`src/rtl/kbd_pkg.sv`:
```
// Shared types and constants for the PS/2 keyboard responder.
package kbd_pkg;

    typedef enum logic [1:0] {
        IDLE,
        DATA,
        PARITY,
        STOP
    } rx_state_t;

    localparam int FRAME_LEN = 11;
    localparam int VALID_BIT = 8;
    localparam int OVF_BIT   = 9;

endpackage

```
`src/rtl/ps2_rx.sv`:
```
// PS/2 device-to-host deserializer: 2-FF sync, falling-edge sampling, odd parity, timeout.
// Byte strobe is registered one cycle after the stop bit is sampled; no backpressure.
module ps2_rx
    import kbd_pkg::*;
#(
    parameter int TIMEOUT = 4096
) (
    input  logic       clk,
    input  logic       rst,
    input  logic       i_ps2_clk,
    input  logic       i_ps2_data,
    output logic       o_byte_vld,
    output logic [7:0] o_byte
);

    localparam int TW = $clog2(TIMEOUT + 1);

    logic [1:0]    r_clk_sync;
    logic [1:0]    r_dat_sync;
    logic          r_clk_prev;
    rx_state_t     r_state;
    logic [2:0]    r_bit_cnt;
    logic [7:0]    r_shift;
    logic          r_par;
    logic [TW-1:0] r_tmo;

    logic w_fall;
    logic w_bit;

    assign w_fall = ~r_clk_sync[1] & r_clk_prev;
    assign w_bit  = r_dat_sync[1];

    always_ff @(posedge clk) begin
        if (!rst) begin
            r_clk_sync <= 2'b11;
            r_dat_sync <= 2'b11;
            r_clk_prev <= 1'b1;
            r_state    <= IDLE;
            r_bit_cnt  <= 3'd0;
            r_shift    <= 8'd0;
            r_par      <= 1'b0;
            r_tmo      <= '0;
            o_byte_vld <= 1'b0;
            o_byte     <= 8'd0;
        end else begin
            r_clk_sync <= {r_clk_sync[0], i_ps2_clk};
            r_dat_sync <= {r_dat_sync[0], i_ps2_data};
            r_clk_prev <= r_clk_sync[1];
            o_byte_vld <= 1'b0;
            if (w_fall) begin
                r_tmo <= '0;
                case (r_state)
                    IDLE: begin
                        if (!w_bit) begin
                            r_state   <= DATA;
                            r_bit_cnt <= 3'd0;
                            r_par     <= 1'b0;
                        end
                    end
                    DATA: begin
                        r_shift   <= {w_bit, r_shift[7:1]};
                        r_par     <= r_par ^ w_bit;
                        r_bit_cnt <= r_bit_cnt + 3'd1;
                        if (r_bit_cnt == 3'd7) begin
                            r_state <= PARITY;
                        end
                    end
                    PARITY: begin
                        r_par   <= r_par ^ w_bit;
                        r_state <= STOP;
                    end
                    default: begin
                        // r_par now holds the XOR of data and parity: 1 means odd count of ones
                        if (w_bit && r_par) begin
                            o_byte_vld <= 1'b1;
                            o_byte     <= r_shift;
                        end
                        r_state <= IDLE;
                    end
                endcase
            end else if (r_state != IDLE) begin
                if (r_tmo == TW'(TIMEOUT - 1)) begin
                    r_state <= IDLE;
                    r_tmo   <= '0;
                end else begin
                    r_tmo <= r_tmo + TW'(1);
                end
            end else begin
                r_tmo <= '0;
            end
        end
    end

endmodule

```
`src/rtl/kbd_port.sv`:
```
// IN-port keyboard responder: PS/2 bytes buffered in a FIFO, one pop per trigger rising edge.
// Read word valid 1 cycle after trigger edge; bus is combinational on out_en; FIFO overflow drops and flags.
module kbd_port
    import kbd_pkg::*;
#(
    parameter int FIFO_DEPTH = 8,
    parameter int TIMEOUT    = 4096
) (
    input  logic        clk,
    input  logic        rst,
    input  logic        ps2_clk,
    input  logic        ps2_data,
    input  logic        kbd_trigger_en,
    input  logic        kbd_out_en,
    output logic        kbd_avail,
    output logic [15:0] out
);

    localparam int AW = $clog2(FIFO_DEPTH);

    logic          w_rx_vld;
    logic [7:0]    w_rx_byte;
    logic          w_trig_rise;
    logic          w_empty;
    logic          w_full;
    logic          w_pop;
    logic          w_push;
    logic [15:0]   w_rd_word;

    logic [7:0]    r_mem [FIFO_DEPTH];
    logic [AW-1:0] r_wr_ptr;
    logic [AW-1:0] r_rd_ptr;
    logic [AW:0]   r_count;
    logic          r_ovf;
    logic          r_trig_prev;
    logic [15:0]   r_rd_reg;

    ps2_rx #(
        .TIMEOUT (TIMEOUT)
    ) u_rx (
        .clk        (clk),
        .rst        (rst),
        .i_ps2_clk  (ps2_clk),
        .i_ps2_data (ps2_data),
        .o_byte_vld (w_rx_vld),
        .o_byte     (w_rx_byte)
    );

    assign w_trig_rise = kbd_trigger_en & ~r_trig_prev;
    assign w_empty     = (r_count == '0);
    assign w_full      = (r_count == (AW+1)'(FIFO_DEPTH));
    assign w_pop       = w_trig_rise & ~w_empty;
    // A simultaneous pop frees the slot, so a push while full is kept in that case
    assign w_push      = w_rx_vld & (~w_full | w_pop);

    always_comb begin
        w_rd_word            = 16'h0000;
        w_rd_word[7:0]       = r_mem[r_rd_ptr];
        w_rd_word[VALID_BIT] = 1'b1;
        w_rd_word[OVF_BIT]   = r_ovf;
    end

    always_ff @(posedge clk) begin
        if (w_push) begin
            r_mem[r_wr_ptr] <= w_rx_byte;
        end
    end

    always_ff @(posedge clk) begin
        if (!rst) begin
            r_wr_ptr    <= '0;
            r_rd_ptr    <= '0;
            r_count     <= '0;
            r_ovf       <= 1'b0;
            r_trig_prev <= 1'b0;
            r_rd_reg    <= 16'h0000;
        end else begin
            r_trig_prev <= kbd_trigger_en;
            if (w_push) begin
                r_wr_ptr <= r_wr_ptr + AW'(1);
            end
            if (w_rx_vld && !w_push) begin
                r_ovf <= 1'b1;
            end
            if (w_trig_rise) begin
                if (w_pop) begin
                    r_rd_reg <= w_rd_word;
                    r_rd_ptr <= r_rd_ptr + AW'(1);
                    r_ovf    <= 1'b0;
                end else begin
                    r_rd_reg <= 16'h0000;
                end
            end
            case ({w_push, w_pop})
                2'b10:   r_count <= r_count + (AW+1)'(1);
                2'b01:   r_count <= r_count - (AW+1)'(1);
                default: r_count <= r_count;
            endcase
        end
    end

    assign kbd_avail = ~w_empty;
    assign out       = kbd_out_en ? r_rd_reg : 16'h0000;

endmodule

```
`config.mk`:
```
export PLATFORM = sky130hd
export DESIGN_NAME = kbd_port
export DESIGN_NICKNAME = d
export VERILOG_FILES = /design/src/rtl/kbd_pkg.sv /design/src/rtl/ps2_rx.sv /design/src/rtl/kbd_port.sv
export SDC_FILE = /design/constraint.sdc
export NUM_CORES = 1
export LEC_CHECK = 0
export BUFFER_PORTS_ARGS = -buffer_cell sky130_fd_sc_hd__buf_2
export CORE_UTILIZATION = 35
export DETAILED_ROUTE_END_ITERATION = 16
export RECOVER_POWER = 100
export SYNTH_ARGS = -nofsm -noshare
export SYNTH_HDL_FRONTEND = slang
export SYNTH_HIERARCHICAL = 1
export SYNTH_SLANG_ARGS = --single-unit
```
`constraint.sdc`:
```
create_clock -name clk -period 2.7 [get_ports clk]
set_input_delay 0.135 -clock clk [delete_from_list [all_inputs] [get_ports clk]]
set_output_delay 0.135 -clock clk [all_outputs]
set_load 0.005 [all_outputs]
```
# ---- Word-level counts from Yosys, hierarchy flattened
# Memories as Yosys holds them, arrays and structs flattened. A register that Yosys moved wholly into a read port is not among the register bits.
# Index checks and enable logic that the tools add are counted.
# W data, S select, Z words.
dict set report word_totals {
  ff_bits 69
  ramBits 64
  elab_cells 89
  memories 1
}
dict set report op_classes {
  add_sub_neg 6
  eq_ne 10
  n_mux 21
  bitwise_logic 14
  reduce_logical 21
}
# name depth word_bits read_ports rd_clocked_by_memory_dff wr line_no
set memory_table {}
lappend memory_table {r_mem 8 8 1 1 1 kbd_port.sv:30} ;# logic [7:0] r_mem [FIFO_DEPTH];
# cell count
set op_table {}
lappend op_table {{$mux W16} 1}
lappend op_table {{$add A13 B1 Y13 const B} 1}
lappend op_table {{$eq A13 B12 Y1 const B} 1}
lappend op_table {{$reduce_bool A2 Y1} 6}
lappend op_table {{$mux W10} 1}
lappend op_table {{$mux W2} 5}
lappend op_table {{$add A3 B1 Y3 const B} 3}
lappend op_table {{$mux W3} 3}
lappend op_table {{$reduce_and A3 Y1} 3}
lappend op_table {{$not A1 Y1} 8}
lappend op_table {{$pmux W4 S2} 1}
lappend op_table {{$mux W1} 7}
lappend op_table {{$ne A3 B3 Y1 const B} 2}
lappend op_table {{$pmux W2 S3} 1}
lappend op_table {{$pmux W3 S2} 1}
lappend op_table {{$reduce_or A5 Y1} 1}
lappend op_table {{$add A4 B1 Y4 const B} 1}
lappend op_table {{$and A1 B1 Y1} 4}
lappend op_table {{$eq A2 B1 Y1 const B} 2}
lappend op_table {{$eq A2 B2 Y1 const B} 2}
lappend op_table {{$eq A4 B4 Y1 const B} 1}
lappend op_table {{$logic_not A4 Y1} 1}
lappend op_table {{$reduce_and A2 Y1} 2}
lappend op_table {{$reduce_and A4 Y1} 1}
lappend op_table {{12 further kinds} 13}

# ---- Longest topological paths before layout
# Gate-level depths: netlist of run 1.
dict set report logic_depth {
  ltp_word 10
  depth_mapped 10
}

# ---- Modules after synthesis
# Netlist of run 1, hierarchy kept.
# module instances cells_each area_per_inst_um2 seq_area_each_um2
set modules_own_cells {}
lappend modules_own_cells {kbd_port 1 249 3758.6 2422.3}
lappend modules_own_cells {ps2_rx 1 188 1735.4 820.8}

# ---- Worst setup path after synthesis of run 1
# Ideal clock, no wire load.
dict set report synth_path {
  kind {flip-flop to flip-flop}
  from {register r_count[3]}
  to {register r_count[3]}
  setup_ns 0.125
  t_arrival_ns 2.199
  path_slack_ns 0.376
  stages_incl_launch_ff 11
  n_path_buf 1
  period_less_slack_ns 2.324
  path_cell_list {dfxtp_1 buf_4 nor4_2 nor2_1 nand2_1 inv_1 ha_1 nand3_1 and2_1 and3_1 o41a_1}
}
dict set report synth_via {
  elab_chain_len 7
}
# item line_no
set synth_lines {}
lappend synth_lines {{start: declaration} kbd_port.sv:33} ;# logic [AW:0] r_count;
lappend synth_lines {{start signal: assignment} kbd_port.sv:95} ;# 2'b10: r_count <= r_count + (AW+1)'(1);
lappend synth_lines {{start signal: assignment} kbd_port.sv:96} ;# 2'b01: r_count <= r_count - (AW+1)'(1);
lappend synth_lines {{start signal: assignment} kbd_port.sv:97} ;# default: r_count <= r_count;
lappend synth_lines {{$logic_not A4 Y1} kbd_port.sv:50} ;# assign w_empty = (r_count == '0);
lappend synth_lines {{$not A1 Y1} kbd_port.sv:52} ;# assign w_pop = w_trig_rise & ~w_empty;
lappend synth_lines {{$and A1 B1 Y1} kbd_port.sv:52}
lappend synth_lines {{$or A1 B1 Y1} kbd_port.sv:54} ;# assign w_push = w_rx_vld & (~w_full | w_pop);
lappend synth_lines {{$and A1 B1 Y1} kbd_port.sv:54}
lappend synth_lines {{$eq A2 B1 Y1 / $eq A2 B2 Y1 (equally long branches)} kbd_port.sv:94} ;# case ({w_push, w_pop})
lappend synth_lines {{$pmux W4 S2 / $reduce_bool A2 Y1 (equally long branches)} -}
# Several ways; a longest one is shown, not always the timed one.
# A chain may end at the register's enable or synchronous reset.

# ---- Final worst setup path of run 1
# Same ends and word-level chain as after synthesis.

==> results of run 1 <==
-- cells by family after synthesis --
kind of cell	count (synthesis)	share of synthesized area, %
compound gates	61	8.518
flops	130	59.03
buf+inv	35	3.507
simple gates	162	16.12
other cells	1	0.06826
mux	19	7.106
fa+ha+maj	13	3.097
xor+xnor	16	2.551
-- synthesized netlist by cell type (2+ instances only) --
cell type  count  area [µm²]
buf_1          3       11.26
and2_1        26       162.7
nand2_1       43       161.4
dfxtp_1       66        1321
a32oi_1        2       17.52
nor2_1        25       93.84
or3_1          3       18.77
a21oi_1        6       30.03
a221o_1        8       80.08
buf_2          3       15.01
a21boi_0      19       142.6
o211ai_1       3       22.52
nor4b_1        2       17.52
inv_1          8       30.03
nor4_1         2       12.51
nor3_1        10       50.05
edfxtp_1      64        1922
clkbuf_1      10       37.54
buf_4          7       52.55
and3_1         4       25.02
xnor2_1       12       105.1
nor2b_1        8       50.05
o21ai_0        5       25.02
a31oi_1        4       25.02
ha_1          12       150.1
nand4_1        3       18.77
buf_6          2       22.52
o22ai_1        2       12.51
nand3_1       15       75.07
mux2i_1        3       30.03
mux4_2        16       360.4
nand2b_1       9       56.30
xor2_1         4       35.03
-- how the worst max path moves through the flow --
stage	start	to	slack (ps)	depth (start not counted)
after floorplan	r_count[3]	r_count[3]	380	10
after global placement	r_count[3]	r_count[3]	400	9
after detailed placement	r_count[3]	r_count[3]	330	9
after CTS	r_count[3]	r_count[3]	320	9
after global routing	r_count[3]	r_count[3]	90	9
final	r_count[3]	r_count[3]	250	9
-- layer usage --
layer	vias up	part of all wire, %	track usage [%]
met5	-	0	0
met1	1543	46	14.85
met4	0	1.9	6.583
met2	55	49	21.83
li1	1646	-	-
met3	12	2.8	3.141
-- layout make-up --
type / count / share of cell area [%]
Inverter: 9 / 0.5287
Timing Repair Buffer: 30 / 2.624
Sequential cell: 130 / 50.75
Tap cell: 211 / 4.132
Clock inverter: 12 / 2.820
Clock buffer: 20 / 6.990
Multi-Input combinational cell: 277 / 32.15
-- power by group --
part	internal [W]	total [W]	switching, W
combinational	0.000313	0.000633	0.000320
clock	0.00157	0.00240	0.000828
sequential	0.00212	0.00218	0.0000627
-- stage by stage --
stage	util, %	instance area [µm²]	power [W]
2_1_floorplan	-	5513	0.002781
3_3_place_gp	37.88	5781	0.002872
3_5_place_dp	37.88	5781	0.002890
4_1_cts	42.19	6437	0.005301
5_1_grt	41.88	6390	0.005435
6_report	41.88	6390	0.005218
==> flow_summary.json, run 1 <==
{
  "wirelength_um": 9192,
  "crit_path_end_kind": "flop",
  "finalWorstSetupSlack_ps": 246.7,
  "synth_area_um2": 5494,
  "crit_type": "reg2reg",
  "grt_use_total_pct": 12.76,
  "place_inst": 654,
  "diodes": 0,
  "cp.required_ps": 2990,
  "path_cells": "nor4_2, nor2_1, nand2_1, inv_1, ha_1, a21oi_1, and2_0, nor4_1, o41a_1",
  "grt_overflow": 0,
  "die-area_um2": 16200,
  "hold_end": "r_ovf",
  "maxSlewHeadroom_pct": -1.574,
  "timing.hold.ws_ps": 228.2,
  "synth_ff_type": "dfxtp_1",
  "cts-root-buf": "clkbuf_16",
  "max_cap_viol_count": 1,
  "grt_pass1_vias": 3264,
  "start_util_pct": 36.01,
  "largest_register_ffs": 64,
  "cpMaxStageDelayCell": "o41a_1",
  "place_ws_ps": 332.6,
  "min_path_cells": 2,
  "critPathMaxFanout": 8,
  "finalMaxSlewViolations": 41,
  "rrSetupSlack_ps": 250,
  "cts_tree": "done",
  "status": "finished with violations",
  "ctsHoldBuffers": 3,
  "final_common_cell": "dfxtp_1",
  "drive_above_1_share_pct": 14.64,
  "violations": "capacitance limit, slew limit",
  "leakagePower_nw": 2.218,
  "cts-resized-gates": 0,
  "yosysWarnings": 6,
  "io_pins": 23,
  "start_kind": "flop",
  "async_reset_ff_share_pct": 0,
  "ys_types": 61,
  "fp.dieW_um": 127.3,
  "place_congestion": 0.8063,
  "hpwl_um": 6234,
  "dr.pass1.iters": 4,
  "regToRegEndpoint": "r_count[3]",
  "period_needed_ps": 2453,
  "drt-initial-drc-count": 154,
  "hp-class": "in2reg",
  "cp.arrival_ps": 2750,
  "cts_buffer_depth": 2,
  "rr_worst_depth": 9,
  "htree_levels": 4,
  "cts_made_buffers": 17,
  "port_buffers": 16,
  "rsz0062_at_grt": "no",
  "layout_common_cells": "66 x dfxtp_1, 64 x edfxtp_1, 44 x nand2_1",
  "synth_edf_count": 64,
  "multi_input_area_um2": 2054,
  "antenna_found_initial": 0,
  "hold_start": "rst",
  "wire_per_inst_um": 13.34,
  "fp.coreArea_um2": 15260,
  "clock_skew_ps": 9.187,
  "fin_crit_sh_pct": 90.86,
  "setup_violations": 0,
  "ir_drop_uv": 512.8,
  "route.detailed.drc": 0,
  "vias": 3256,
  "path_delay_family": "simple AND/OR/NAND/NOR gates",
  "layout.cells.non_filler": 689,
  "clk_pin_slew_ps": 50,
  "syn_avg_cell_area_um2": 12.57,
  "cp_num_buf_inv": 1,
  "cts.sinks": 130,
  "grt_pass1_wl_um": 15900,
  "setup-tns-final_ps": 0,
  "nNetsFinal": 484,
  "die_y_um": 127.3,
  "r2r-start": "r_count[3]",
  "fmax_mhz": 407.6,
  "hold_viol": 0,
  "viasPerCell": 4.726,
  "syn_inst": 437,
  "ant_nets": 0,
  "rows": 45,
  "area_delta_synth_final_pct": 16.31,
  "synth_seq_cells": 130,
  "fillers": 1434,
  "p_per_area_nw_per_um2": 816.6,
  "regArea_um2": 3243,
  "cp_slowest_stage_delay_ps": 400,
  "synth_seq_area_share_pct": 59.03,
  "tightest_slew_ps": 1524,
  "clk-insertion-delay-late_ps": 410,
  "post_cts_buffers": 0,
  "grt_max_degree": 41
}
No activity file was read; power rests on OpenSTA's default activity.
==> run 2, diff against run 1 <==
- CORE_UTILIZATION: 35 -> 40
- GPL_TIMING_DRIVEN: default -> 0
==> run 2 against run 1 <==
  * The flow now finishes without violations
  * First-iteration DRC count is 3.2% higher
  * Die area decreased by 12%
  * Cell count shrank 2.9%
  * Largest cell class unchanged
==> flow_summary.json, run 2 (synthesis results as in run 1) <==
{
  "status": "finished clean",
  "ant_nets": 0,
  "area_delta_synth_final_pct": 15.87,
  "fillers": 1168,
  "drt-initial-drc-count": 159,
  "cpMaxStageDelayCell": "nor4_2",
  "crit_type": "reg2reg",
  "port_buffers": 16,
  "wirelength_um": 9661,
  "die_y_um": 119.2,
  "setup_violations": 0,
  "finalWorstSetupSlack_ps": 166.0,
  "nNetsFinal": 500,
  "grt_pass1_vias": 3313,
  "cts_made_buffers": 17,
  "grt_overflow": 0,
  "start_util_pct": 41.32,
  "crit_path_end_kind": "flop",
  "grt_use_total_pct": 14.84,
  "cp_num_cells": 10,
  "ir_drop_uv": 517.5,
  "route.detailed.drc": 0,
  "fp.coreArea_um2": 13300,
  "grt_pass1_wl_um": 16180,
  "rows": 42,
  "cp.arrival_ps": 2830,
  "cts_tree": "done",
  "min_path_cells": 3,
  "setup-tns-final_ps": 0,
  "path_delay_family": "simple AND/OR/NAND/NOR gates",
  "place_ws_ps": 16.12,
  "drive_above_1_share_pct": 15.01,
  "fp.dieW_um": 119.2,
  "io_pins": 23,
  "hp-class": "in2reg",
  "vias": 3332,
  "path_cells": "buf_4, nor4_2, nor2_1, nand2_1, inv_1, ha_1, nand3_1, and2_1, and3_1, o41a_1",
  "cts_buffer_depth": 2,
  "post_cts_buffers": 0,
  "fmax_mhz": 394.6,
  "finalMaxSlewViolations": 0,
  "max_cap_viol_count": 0,
  "fin_crit_sh_pct": 93.85,
  "clk_pin_slew_ps": 60,
  "place_congestion": 0.8128,
  "clk-insertion-delay-late_ps": 410,
  "critPathMaxFanout": 8,
  "cp.required_ps": 3000,
  "antenna_found_initial": 0,
  "clock_skew_ps": 10.25,
  "wire_per_inst_um": 14.44,
  "start_kind": "flop",
  "final_common_cell": "dfxtp_1",
  "maxSlewHeadroom_pct": 16.51,
  "leakagePower_nw": 2.220,
  "rr_worst_depth": 10,
  "cp_num_buf_inv": 2,
  "cts.sinks": 130,
  "htree_levels": 4,
  "diodes": 0,
  "viasPerCell": 4.981,
  "rsz0062_at_grt": "no",
  "largest_register_ffs": 64,
  "die-area_um2": 14210,
  "p_per_area_nw_per_um2": 794.9,
  "hpwl_um": 6780,
  "tightest_slew_ps": 1243,
  "layout_common_cells": "66 x dfxtp_1, 64 x edfxtp_1, 44 x nand2_1",
  "period_needed_ps": 2534,
  "hold_viol": 0,
  "cts-root-buf": "clkbuf_16",
  "cp_slowest_stage_delay_ps": 400,
  "dr.pass1.iters": 4,
  "grt_max_degree": 17
}
[run 2: changes by cell type in the layout (fill, tap and decap cells not counted), moves of 2 or more]
cell        change
clkinv_1        +2
buf_1           +2
clkbuf_1        +8
bufinv_16       -2
and2_0          -2
buf_4           +2
clkinv_4        -2
clkinvlp_4      +2
clkinv_2        +2
and2_1          +2
[run 2: report_power, final]
part / leakage [nW] / internal (W) / switching [W]
Sequential: 1.13 / 0.00212 / 0.0000572
Clock: 0.270 / 0.00135 / 0.000828
Combinational: 0.822 / 0.000355 / 0.000351
[run 2: metrics by stage]
stage	total power [W]	util [%]	instance area, µm²	hold slack (ps)	instances
2_1_floorplan	0.002781	-	5513	236.5	442
3_3_place_gp	0.002918	43.72	5813	316.7	634
3_5_place_dp	0.002937	43.83	5827	320.9	635
4_1_cts	0.005125	48.34	6427	120.4	669
5_1_grt	0.005284	47.88	6366	365.0	669
6_report	0.005060	47.88	6366	331.5	669
[run 2: repair_timing]
| action | in CTS | in global routing |
|---|---|---|
| hold endpoints to repair | 3 | 0 |
| resized for setup | 1 | 2 |
| endpoints found under the setup margin | 1 | 1 |
| hold buffers | 3 | 0 |
[run 2: worst paths after layout]
| path | from | slack [ps] | endpoint |
|---|---|---|---|
| worst min register to register | u_rx/r_dat_sync[0] | 410 | u_rx/r_dat_sync[1] |
| worst min-delay path | rst | 330 | u_rx/r_tmo[2] |
| worst max-delay path | r_count[3] | 170 | r_count[3] |
| worst max register to register | r_count[3] | 170 | r_count[3] |
[run 2: final cells by class]
class | count | area, µm² | area share, %
repair buffers | 20 | 106.4 | 1.671
clock buffers | 17 | 425.4 | 6.682
well taps | 176 | 220.2 | 3.459
plain buffers | 26 | 152.6 | 2.398
inverters | 9 | 33.78 | 0.5307
clock inverters | 14 | 140.1 | 2.201
flip-flops and latches | 130 | 3243 | 50.94
multi-input cells | 277 | 2044 | 32.11
[run 2: worst min-delay path: stages]
cell,delay [ps]
clkbuf_1,230
nand4b_1,270
nor2_1,70
[run 2: metal layers]
metal	track usage, %	part of all wire, %	vias to the layer above
met2	23.87	49	46
met3	5.603	3.3	9
met4	4.747	0.83	0
met5	0	0	-
met1	18.37	47	1598
li1	-	-	1679
==> run 3, diff against run 2 <==
--- a/config.mk
+++ b/config.mk
@@ -10,5 +10,7 @@
 export DETAILED_ROUTE_END_ITERATION = 16
 export GPL_TIMING_DRIVEN = 0
+export MAX_ROUTING_LAYER = met4
 export RECOVER_POWER = 100
+export SETUP_SLACK_MARGIN = 0.3
 export SYNTH_ARGS = -nofsm -noshare
 export SYNTH_HDL_FRONTEND = slang
==> constraint.sdc (replaced) <==
create_clock -name clk -period 2.7 [get_ports clk]
set_input_delay 0.135 -clock clk [delete_from_list [all_inputs] [get_ports clk]]
set_output_delay 0.135 -clock clk [all_outputs]
set_load 0.02 [all_outputs]
==> run 3 against run 2 <==
  * Clock power hardly changed
  * Cell area increased by 0.39%
  * Worst setup slack improved by 74 ps
  * Utilization grew 0.19 points
  * Global-route usage grew 0.41 points
  * Sequential power is essentially flat
  * Sequential share of layout area is 0.20 points lower
==> flow_summary.json, run 3 (synthesis results as in run 1) <==
{
  "cp.required_ps": 3000,
  "grt_max_degree": 17,
  "rr_worst_depth": 10,
  "max_cap_viol_count": 0,
  "clk_pin_slew_ps": 60,
  "largest_register_ffs": 64,
  "grt_overflow": 0,
  "rrSetupSlack_ps": 240,
  "grt_pass1_wl_um": 16200,
  "status": "finished clean",
  "hold_end": "u_rx/r_tmo[2]",
  "dr.pass1.iters": 4,
  "hp-class": "in2reg",
  "maxSlewHeadroom_pct": 15.11,
  "port_buffers": 16,
  "tightest_slew_ps": 1264,
  "antenna_found_initial": 0,
  "diodes": 0,
  "final_common_cell": "dfxtp_1",
  "critPathMaxFanout": 8,
  "fp.coreArea_um2": 13300,
  "rows": 42,
  "drive_above_1_share_pct": 13.56,
  "hpwl_um": 6780,
  "clock_skew_ps": 6.484,
  "grt_pass1_vias": 3322,
  "fp.dieW_um": 119.2,
  "cts_made_buffers": 17,
  "cp.arrival_ps": 2760,
  "r2r-start": "r_count[3]",
  "finalMaxSlewViolations": 0,
  "fin_crit_sh_pct": 91.10,
  "cts.sinks": 130,
  "place_inst": 635,
  "cts-root-buf": "clkbuf_16",
  "ant_nets": 0,
  "wire_per_inst_um": 14.50,
  "setup_violations": 0,
  "layout_common_cells": "66 x dfxtp_1, 64 x edfxtp_1, 44 x nand2_1",
  "start_util_pct": 41.32,
  "p_per_area_nw_per_um2": 803.8,
  "fmax_mhz": 406.5,
  "leakagePower_nw": 2.193,
  "placed_area_um2": 5827,
  "hold_viol": 0,
  "regToRegEndpoint": "r_count[3]",
  "grt_use_total_pct": 15.25,
  "startpoint": "r_count[3]",
  "wirelength_um": 9718,
  "final_util_pct": 48.07,
  "hold_start": "rst",
  "die-area_um2": 14210,
  "crit_type": "reg2reg",
  "ir_drop_uv": 520.5,
  "layout.cells.non_filler": 670,
  "viasPerCell": 4.970,
  "cts_tree": "done",
  "drt-initial-drc-count": 173,
  "cts_buffer_depth": 2,
  "route.detailed.drc": 0,
  "htree_levels": 4,
  "crit_path_end_kind": "flop",
  "min_path_cells": 3,
  "clk-insertion-delay-late_ps": 410,
  "area_delta_synth_final_pct": 16.33,
  "start_kind": "flop",
  "place_congestion": 0.8248,
  "finalPower_w": 0.005137,
  "setup-tns-final_ps": 0,
  "nNetsFinal": 501,
  "period_needed_ps": 2460,
  "final_cell_area_um2": 6391,
  "io_pins": 23,
  "vias": 3330,
  "rsz0062_at_grt": "yes",
  "die_y_um": 119.2
}
run 3: metrics by stage:
stage / hold slack (ps) / setup slack [ps]
2_1_floorplan: 236.5 / 376.4
3_3_place_gp: 316.7 / -21.25
3_5_place_dp: 320.9 / 16.12
4_1_cts: 120.4 / 303.1
5_1_grt: 366.8 / 115.4
6_report: 308.3 / 240.2
run 3: area by class of cell:
class                      instances  area [µm²]
multi-input combinational        277        2072
clock buffer                      17       425.4
timing repair buffer              21       101.3
inverter                           9       33.78
buffer                            26       155.1
tap                              176       220.2
clock inverter                    14       140.1
sequential                       130        3243
fill                            1179        6904
run 3: report_power, final:
part	leakage, nW	total, W	internal (W)	switching [W]
combinational	0.795	0.000773	0.000373	0.000400
clock	0.270	0.00218	0.00135	0.000831
sequential	1.13	0.00219	0.00212	0.0000656
total	2.19	0.00514	0.00384	0.00130
run 3: how the worst max path moves through the flow:
stage               slack, ps  depth (start not counted)     endpoint
global placement          -20                          4  r_mem[4][7]
finish                    240                         10   r_count[3]
detailed placement         20                          4  r_mem[4][6]
global route              120                         10   r_count[3]
CTS                       300                          9   r_count[3]
floorplan                 380                         10   r_count[3]
run 3: worst max-delay path, cell delays in order (launching register included):
cell and delay (ps):
dfxtp_1 290, clkbuf_1 200, nor4_4 310, nor2_1 130
nand2_1 130, inv_1 90, ha_4 290, nand3_1 110
and2_0 210, and3_1 180, o41a_1 400
run 3: what timing repair did:
action,in CTS,in global routing
pin swaps,1,1
cloned,0,0
hold buffers,3,0
setup endpoints to repair,9,41
setup buffers,0,1
endpoints found under the hold margin,3,0
gates resized for setup,5,6
run 3: routing by layer:
layer / wire length [µm] / up-vias / share of wire [%] / global-route usage (%)
met5: 0 / - / 0 / -
met4: 99 / 0 / 1.0 / 4.984
met3: 346 / 10 / 3.6 / 5.316
met2: 4721 / 39 / 49 / 23.91
met1: 4551 / 1600 / 47 / 18.37
li1: - / 1681 / - / -
